===== config.mk =====
export PLATFORM = sky130hd
export DESIGN_NAME = control_sequencer
export DESIGN_NICKNAME = d
export VERILOG_FILES = /design/src/rtl/control_sequencer.sv
export SDC_FILE = /design/constraint.sdc
export NUM_CORES = 1
export LEC_CHECK = 0
export BUFFER_PORTS_ARGS = -buffer_cell sky130_fd_sc_hd__buf_2
export CAP_MARGIN = 20
export CORE_AREA = 2 2 85 67
export CTS_BUF_LIST = sky130_fd_sc_hd__clkbuf_8
export CTS_CLUSTER_SIZE = 24
export DETAILED_ROUTE_END_ITERATION = 16
export DIE_AREA = 0 0 87 69
export PLACE_DENSITY = 0.77
export SLEW_MARGIN = 40
export SYNTH_ARGS = -nofsm -noshare
export SYNTH_HDL_FRONTEND = slang
export SYNTH_SLANG_ARGS = --single-unit

===== constraint.sdc =====
create_clock -name clk -period 1.86 [get_ports clk]
set_input_delay 0.372 -clock clk [delete_from_list [all_inputs] [get_ports clk]]
set_output_delay 0.372 -clock clk [all_outputs]
set_load 0.005 [all_outputs]

===== src/rtl/control_sequencer.sv =====
// Hardwired T-state control unit for the bus datapath: fetch with memory wait,
// decode, register-register ALU, MUL/DIV, NEG/NOT and HALT, plus sticky status.
module control_sequencer #(
  parameter int BITS      = 32,
  parameter int REGISTERS = 16,
  parameter int CNT_BITS  = 16,
  parameter int WAIT_MAX  = 15
) (
  input  logic                 clk,
  input  logic                 reset,
  input  logic                 run,
  input  logic                 mem_ready,
  input  logic [BITS-1:0]      IRVal,
  output logic [REGISTERS-1:0] GPRin,
  output logic [REGISTERS-1:0] GPRout,
  output logic                 PCin, IRin, RYin, RZin, MARin, HILOin, MDRin, Read,
  output logic                 MDRout, HILOout, RZout, PCout, INPUTout, BAout, OUTPUTin,
  output logic                 ADD, SUB, MUL, DIV, SHR, SHL, ROR, ROL, AND, OR,
  output logic                 NEGATE, NOT, IncPC,
  output logic [3:0]           tstate,
  output logic [CNT_BITS-1:0]  instr_count,
  output logic                 halted,
  output logic [1:0]           fault
);

  localparam int WAIT_W = $clog2(WAIT_MAX + 1);

  localparam logic [4:0] OP_ADD  = 5'b00011, OP_SUB = 5'b00100, OP_SHR = 5'b00101;
  localparam logic [4:0] OP_SHL  = 5'b00110, OP_ROR = 5'b00111, OP_ROL = 5'b01000;
  localparam logic [4:0] OP_AND  = 5'b01001, OP_OR  = 5'b01010, OP_MUL = 5'b01110;
  localparam logic [4:0] OP_DIV  = 5'b01111, OP_NEG = 5'b10000, OP_NOT = 5'b10001;
  localparam logic [4:0] OP_HALT = 5'b11011;

  typedef enum logic [3:0] {
    S_IDLE = 4'd0, S_T0 = 4'd1, S_T1 = 4'd2, S_T2 = 4'd3,
    S_T3   = 4'd4, S_T4 = 4'd5, S_T5 = 4'd6, S_STOP = 4'd7
  } state_t;

  state_t              state_q, state_d;
  logic [WAIT_W-1:0]   wait_q, wait_d;
  logic [CNT_BITS-1:0] cnt_q, cnt_d;
  logic                halted_q, halted_d;
  logic [1:0]          fault_q, fault_d;

  logic [4:0] op;
  logic [3:0] ra, rb, rc;
  logic       is_bin, is_un, is_md, is_halt, regs_ok, legal;
  logic       unused_ir;

  assign op        = IRVal[31:27];
  assign ra        = IRVal[26:23];
  assign rb        = IRVal[22:19];
  assign rc        = IRVal[18:15];
  assign unused_ir = ^IRVal;

  function automatic logic [REGISTERS-1:0] onehot(input logic [3:0] idx);
    onehot = REGISTERS'(1) << idx;
  endfunction

  always_comb begin
    is_bin = 1'b0;
    is_un  = 1'b0;
    case (op)
      OP_ADD, OP_SUB, OP_SHR, OP_SHL, OP_ROR, OP_ROL,
      OP_AND, OP_OR, OP_MUL, OP_DIV: is_bin = 1'b1;
      OP_NEG, OP_NOT:                is_un  = 1'b1;
      default: ;
    endcase
  end

  // Only the register fields an opcode actually uses are range-checked.
  assign is_halt = (op == OP_HALT);
  assign is_md   = (op == OP_MUL) || (op == OP_DIV);
  assign regs_ok = (int'(rb) < REGISTERS) &&
                   (is_un || (int'(rc) < REGISTERS)) &&
                   (is_md || (int'(ra) < REGISTERS));
  assign legal   = (is_bin || is_un) && regs_ok;

  always_ff @(posedge clk) begin
    if (reset) begin
      state_q  <= S_IDLE;
      wait_q   <= '0;
      cnt_q    <= '0;
      halted_q <= 1'b0;
      fault_q  <= 2'b00;
    end else begin
      state_q  <= state_d;
      wait_q   <= wait_d;
      cnt_q    <= cnt_d;
      halted_q <= halted_d;
      fault_q  <= fault_d;
    end
  end

  always_comb begin
    state_d  = state_q;
    wait_d   = wait_q;
    cnt_d    = cnt_q;
    halted_d = halted_q;
    fault_d  = fault_q;
    GPRin    = '0;
    GPRout   = '0;
    {PCin, IRin, RYin, RZin, MARin, HILOin, MDRin, Read} = '0;
    {MDRout, HILOout, RZout, PCout, INPUTout, BAout, OUTPUTin} = '0;
    {ADD, SUB, MUL, DIV, SHR, SHL, ROR, ROL, AND, OR, NEGATE, NOT, IncPC} = '0;
    case (state_q)
      S_IDLE: if (run) state_d = S_T0;
      S_T0: begin
        PCout   = 1'b1;
        MARin   = 1'b1;
        IncPC   = 1'b1;
        RZin    = 1'b1;
        state_d = S_T1;
      end
      S_T1: begin
        Read  = 1'b1;
        MDRin = 1'b1;
        // PC+1 waits in RZ and is committed only on the cycle the read completes.
        if (mem_ready) begin
          RZout   = 1'b1;
          PCin    = 1'b1;
          wait_d  = '0;
          state_d = S_T2;
        end else begin
          wait_d = wait_q + WAIT_W'(1);
          if (wait_q == WAIT_W'(WAIT_MAX - 1)) begin
            fault_d = 2'b10;
            state_d = S_STOP;
          end
        end
      end
      S_T2: begin
        MDRout  = 1'b1;
        IRin    = 1'b1;
        state_d = S_T3;
      end
      S_T3: begin
        if (is_halt) begin
          halted_d = 1'b1;
          cnt_d    = cnt_q + CNT_BITS'(1);
          state_d  = S_STOP;
        end else if (!legal) begin
          fault_d = 2'b01;
          state_d = S_STOP;
        end else begin
          GPRout  = onehot(rb);
          RYin    = 1'b1;
          state_d = S_T4;
        end
      end
      S_T4: begin
        if (!is_un) GPRout = onehot(rc);
        RZin = 1'b1;
        case (op)
          OP_ADD: ADD    = 1'b1;
          OP_SUB: SUB    = 1'b1;
          OP_SHR: SHR    = 1'b1;
          OP_SHL: SHL    = 1'b1;
          OP_ROR: ROR    = 1'b1;
          OP_ROL: ROL    = 1'b1;
          OP_AND: AND    = 1'b1;
          OP_OR:  OR     = 1'b1;
          OP_MUL: MUL    = 1'b1;
          OP_DIV: DIV    = 1'b1;
          OP_NEG: NEGATE = 1'b1;
          OP_NOT: NOT    = 1'b1;
          default: ;
        endcase
        state_d = S_T5;
      end
      S_T5: begin
        if (is_md) begin
          HILOin = 1'b1;
        end else begin
          RZout = 1'b1;
          GPRin = onehot(ra);
        end
        cnt_d   = cnt_q + CNT_BITS'(1);
        state_d = run ? S_T0 : S_IDLE;
      end
      S_STOP: ;
      default: state_d = S_IDLE;
    endcase
  end

  assign tstate      = state_q;
  assign instr_count = cnt_q;
  assign halted      = halted_q;
  assign fault       = fault_q;

endmodule


# After elaboration in Yosys (flattened, before gate mapping)

Cells that the tools add are included.

Register bits after elaboration: 27
Input bits: 36
Output and inout bits: 83
Word-level logic and storage cells: 111

$add $sub $neg: 2
Equal/unequal tests: 28
Shift-type cells: 3
Muxes and demuxes: 60
Bitwise logic cells: 1
Reductions and logical operators: 12

Operator list:

| cell                                                               | number |
|---|---|
| 16-bit 2-to-1 mux                                                  | 6 |
| 16-bit case mux with 2 select lines                                | 2 |
| 1-bit by 4-bit << shifter with 16-bit output, first input constant | 3 |
| 1-bit 2-to-1 mux                                                   | 39 |
| 4-bit case mux with 8 select lines                                 | 1 |
| 5-bit by 4-bit == test with 1-bit output, second input constant    | 5 |
| 5-bit by 3-bit == test with 1-bit output, second input constant    | 4 |
| 16-bit by 1-bit adder with 16-bit output, second input constant    | 1 |
| 4-bit by 3-bit == test with 1-bit output, second input constant    | 4 |
| 4-bit 2-to-1 mux                                                   | 4 |
| 5-bit == test, second input constant                               | 3 |
| 2-bit 2-to-1 mux                                                   | 6 |
| 2-bit inequality test, second input constant                       | 6 |
| 10-bit OR reduction                                                | 1 |
| 4-bit by 2-bit == test with 1-bit output, second input constant    | 2 |
| 5-bit by 2-bit == test with 1-bit output, second input constant    | 1 |
| 5-bit AND reduction                                                | 1 |
| 4-bit by 1-bit adder with 4-bit output, second input constant      | 1 |
| 4-bit by 1-bit == test with 1-bit output, second input constant    | 1 |
| 4-bit == test, second input constant                               | 1 |
| 4-bit logical NOT                                                  | 1 |
| 2-bit case mux with 2 select lines                                 | 1 |
| 2-bit AND reduction                                                | 2 |
| 2-bit nonzero test                                                 | 2 |
| 6 further kinds                                                    | 8 |

# Longest topological paths before layout

Word-level depth: 7
Mapped depth: 7

# Worst setup path after synthesis

OpenSTA, ideal clock, no wires.

Kind: input to output
Start point: input port IRVal[30]
End point: output port GPRout[13]
Data arrival time: 1.564 ns
Slack: -0.076 ns
Stages: 6
Path buffers: 2
Cell sequence: buf_2 nor2b_1 o32ai_1 o21ai_1 buf_2 o22ai_1

Cells in the longest elaborated chain, start to end: 7
Elaborated cells on any way between the ends: 22
Classes of those cells: eq/ne: 13; mux: 6; reduce/logical: 3

RTL lines:

| item                                                                   | line | RTL |
|---|---|---|
| from (decl)                                                            | 13   | `input logic [BITS-1:0] IRVal,` |
| 5-bit by 4-bit == test with 1-bit output, or another cell as far along | 63   | `case (op)` |
| 10-bit OR reduction / 2-bit OR reduction (equally long branches)       | 63   |  |
| 1-bit 2-to-1 mux                                                       | 63   |  |
| 1-bit logical OR                                                       | 77   | `assign legal = (is_bin \|\| is_un) && regs_ok;` |
| 16-bit 2-to-1 mux                                                      | 142  | `end else if (!legal) begin` |
| 16-bit 2-to-1 mux                                                      | 138  | `if (is_halt) begin` |
| 16-bit case mux with 2 select lines *                                  | 106  | `case (state_q)` |
| to (decl)                                                              | 15   | `output logic [REGISTERS-1:0] GPRout,` |

Mark *: on every way between the ends. The rest lies on a longest branch, timed or not.

# Final worst setup path

Start point: register state_q[2] (netlist: tstate[2])
End point: register cnt_q[15] (netlist: instr_count[15])

Cells in the longest elaborated chain, start to end: 3
Elaborated cells on any way between the ends: 6
Classes of those cells: eq/ne: 3; mux: 1; reduce/logical: 2

RTL lines:

| item                                                                                | line | RTL |
|---|---|---|
| from (decl)                                                                         | 39   | `state_t state_q, state_d;` |
| from (signal assigned)                                                              | 87   | `state_q <= state_d;` |
| 4-bit by 3-bit == test with 1-bit output                                            | 106  |  |
| 2-bit inequality test (no source line) / 2-bit nonzero test (equally long branches) | -    |  |
| 2-bit AND reduction (no source line)                                                | -    |  |
| to (signal assigned)                                                                | 89   | `cnt_q <= cnt_d;` |
| to (decl)                                                                           | 41   | `logic [CNT_BITS-1:0] cnt_q, cnt_d;` |

Parallel ways exist; a longest one is shown, timed or not.
A chain may end at the register's enable or synchronous reset.

==> metrics.cfg <==
[outcome]
status=finished with violations
violations=negative setup slack

[sta]
hold_violations=0
fin_crit_sh_pct=109
fin_crit_ns=2.03
setup_violations=33
fin_setup_tns_ns=-3.22
finalMaxSlewViolations=0
finalClockSkew_ns=0.00435
holdWs_ns=0.395
fmax_mhz=492
layout_setup_ws_ns=-0.172
rsz0062_at_grt=true

[grt]
grt_max_degree=27
grtUsageTotal_pct=22.2
grt_overflow=0
first_global_vias=2417
grt_pass1_wl_mm=11.2
antenna_found_initial=0

[worst_setup_path]
required_ns=2.07
cp_top_family=simple AND/OR/NAND/NOR gates
crit_type=reg2reg
max_stage_delay_ns=0.55
critPathSlowestCell=or4_4
crit_buf_inv=3
endpoint_kind=register
critPathLaunchType=register
cp_cell_sequence=buf_6 > buf_4 > buf_6 > nand2b_4 > or4_4 > or4_4 > a21oi_2
cp.arrival_ns=2.25
crit_fanout=6

[drt]
detail_route.first_pass.iterations=4
drc_errors=0
finalWirelength_mm=7.07
viasPerCell=5.60
drt_iter0_drc=213
vias=2715
drtAntennaViolNets=0
wl_per_cell_um=14.6

[yosys]
yosysWarnings=0
async_flop_share_pct=0
synth_seq_area_share_pct=25.2
syn_area_mm2=0.00206
syn_inst=294
syn_area_per_cell_um2=7.02
ys.flop_type=dfxtp_1
synth_seq_cells=26
synth_edf_count=0
yosys.cell_types.count=50

[die]
ios=119
die_area_mm2=0.00600
initial_core_util_pct=40.1
core.rowCount=23
fp.coreArea_mm2=0.00515
chipWidth_um=87
die_h_um=69

[cts]
cts_buffers=3
cts_tree=built
cts_buffer_depth=2
cts-root-buf=clkbuf_8
hold_buffers=0
clkSinkCount=26
clock_latency_ns=0.27
path_clk_slew_ns=0.09
htree_levels=1

[pwr]
combPwrFrac_pct=47.3
pwr-share-clk_pct=22.0
peakVddDrop_mv=0.491
switching_share_pct=34.1
power_density_mw_per_mm2=644
p_switching_mw=0.719
seqPwrFrac_pct=30.7
p_int_mw=1.39
p_leak_nw=1.44

[finish]
seq_area_um2=533
drive_gt1_share_pct=52.2
antenna_cells=0
syn_to_final_growth_pct=58.9
multi_input_area_mm2=0.00162
nFillCells=432
stdcell_area_mm2=0.00328
fin_nets=463

[placed_design]
io_buffers=98
dp_hpwl_mm=5.01
gp_congestion=0.957
dpl-instance-area_mm2=0.00278

[min_path]
hold_class=in2reg

[run]
maxCapViolCount=0

per-stage QoR:
| step | setup slack, ns | power, mW | util, % | cells |
|---|---|---|---|---|
| floorplan | 0.0138 | 1.07 | - | 298 |
| global route | -0.245 | 2.23 | 63.7 | 485 |
| global placement | -0.145 | 1.36 | 54.0 | 464 |
| detailed placement | -0.178 | 1.38 | 54.0 | 464 |
| finish | -0.172 | 2.11 | 63.7 | 485 |
| CTS | -0.124 | 1.97 | 58.9 | 479 |
layout make-up:
cell class | count | area share [%]
well taps | 62 | 2.37
inverters | 10 | 1.22
repair buffers | 149 | 28.6
flip-flops and latches | 26 | 16.3
clock buffers | 3 | 1.26
clock inverters | 1 | 0.916
multi-input cells | 234 | 49.4
worst reg2reg max path: cells and delay by family, from the launching register on:
family / cells / cell delay [ns]
AO/OA/AOI/OAI: 1 / 0.12
flip-flops: 1 / 0.38
buffers and inverters: 3 / 0.31
AND/OR/NAND/NOR: 3 / 1.17
kinds of logic (layout without fill, tap and decap cells):
family                   Yosys count  in the layout  share of synthesized area [%]
AND/OR/NAND/NOR                  159            159                           42.6
AO/OA/AOI/OAI                     64             64                           19.3
buffers and inverters             38            163                           9.46
flip-flops                        26             26                           25.2
adder cells (fa/ha/maj)            3              3                           1.82
XOR/XNOR                           2              2                          0.849
other                              1              5                          0.182
multiplexers                       1              1                          0.546
per-layer routing:
metal | global-route usage (%) | part of all wire, %
met4 | 2.95 | 1.2
met1 | 29.0 | 42
met2 | 38.7 | 51
met5 | 0 | 0
met3 | 3.95 | 5.5
cells in the mapped netlist (3+ instances only):
cell type  count  area (µm²)
inv_1         10        37.5
o22ai_1       15        93.8
nor4b_1        3        26.3
or3_1          5        31.3
ha_1           3        37.5
clkbuf_1       8        30.0
nor2_1        39         146
nor4_1         3        18.8
nand3_1       17        85.1
buf_2          8        40.0
nand4_1        8        50.1
a21oi_1       21         105
nand2b_1       9        56.3
or4_1         11        82.6
nand2_1       23        86.3
buf_4          9        67.6
o31ai_1       10        75.1
nor3_1        12        60.1
o21ai_0        7        35.0
nor2b_1        7        43.8
dfxtp_1       26         521
nand3b_1       4        30.0
registers in the layout (all words and copies together) (netlist names):
register	count
instr_count	16
fault	2
tstate	3
halted	1
wait_q	4
layout by cell type, fill, tap and decap left out, drive strengths merged, types with 3 or more instances in the layout:
master,count
nand4,9
conb,5
nand2b,10
o22ai,15
inv,10
ha,3
nor2,39
a21oi,21
nor4,4
dfxtp,26
nand2,23
nand3b,4
o31ai,10
nor3,12
nor2b,7
nand3,17
or3,5
o21ai,8
buf,149
clkbuf,3
or4,12
nor4b,3
worst paths after layout:
path	startpoint	endpoint	slack (ns)	cells past startpoint
max	tstate[2]	instr_count[15]	-0.17	7
min	reset	instr_count[3]	0.39	2
max reg2reg	tstate[2]	instr_count[15]	-0.17	7
min reg2reg	halted	halted	0.47	2
what timing repair did:
item | CTS | global route
endpoints found under the setup margin | 48 | 55
buffers inserted | 11 | 6
gates cloned | 0 | 0
gates resized for setup | 26 | 47
pin swaps | 18 | 27
power by group through the flow:
stage                     clock (mW)  sequential (mW)  combinational, mW
after floorplan                    0            0.632              0.435
after global placement             0            0.642              0.721
after detailed placement           0            0.643              0.740
after CTS                      0.477            0.640              0.858
after global routing           0.500            0.654               1.08
final                          0.466            0.648              0.998
Power figures use the tool's default switching activity.
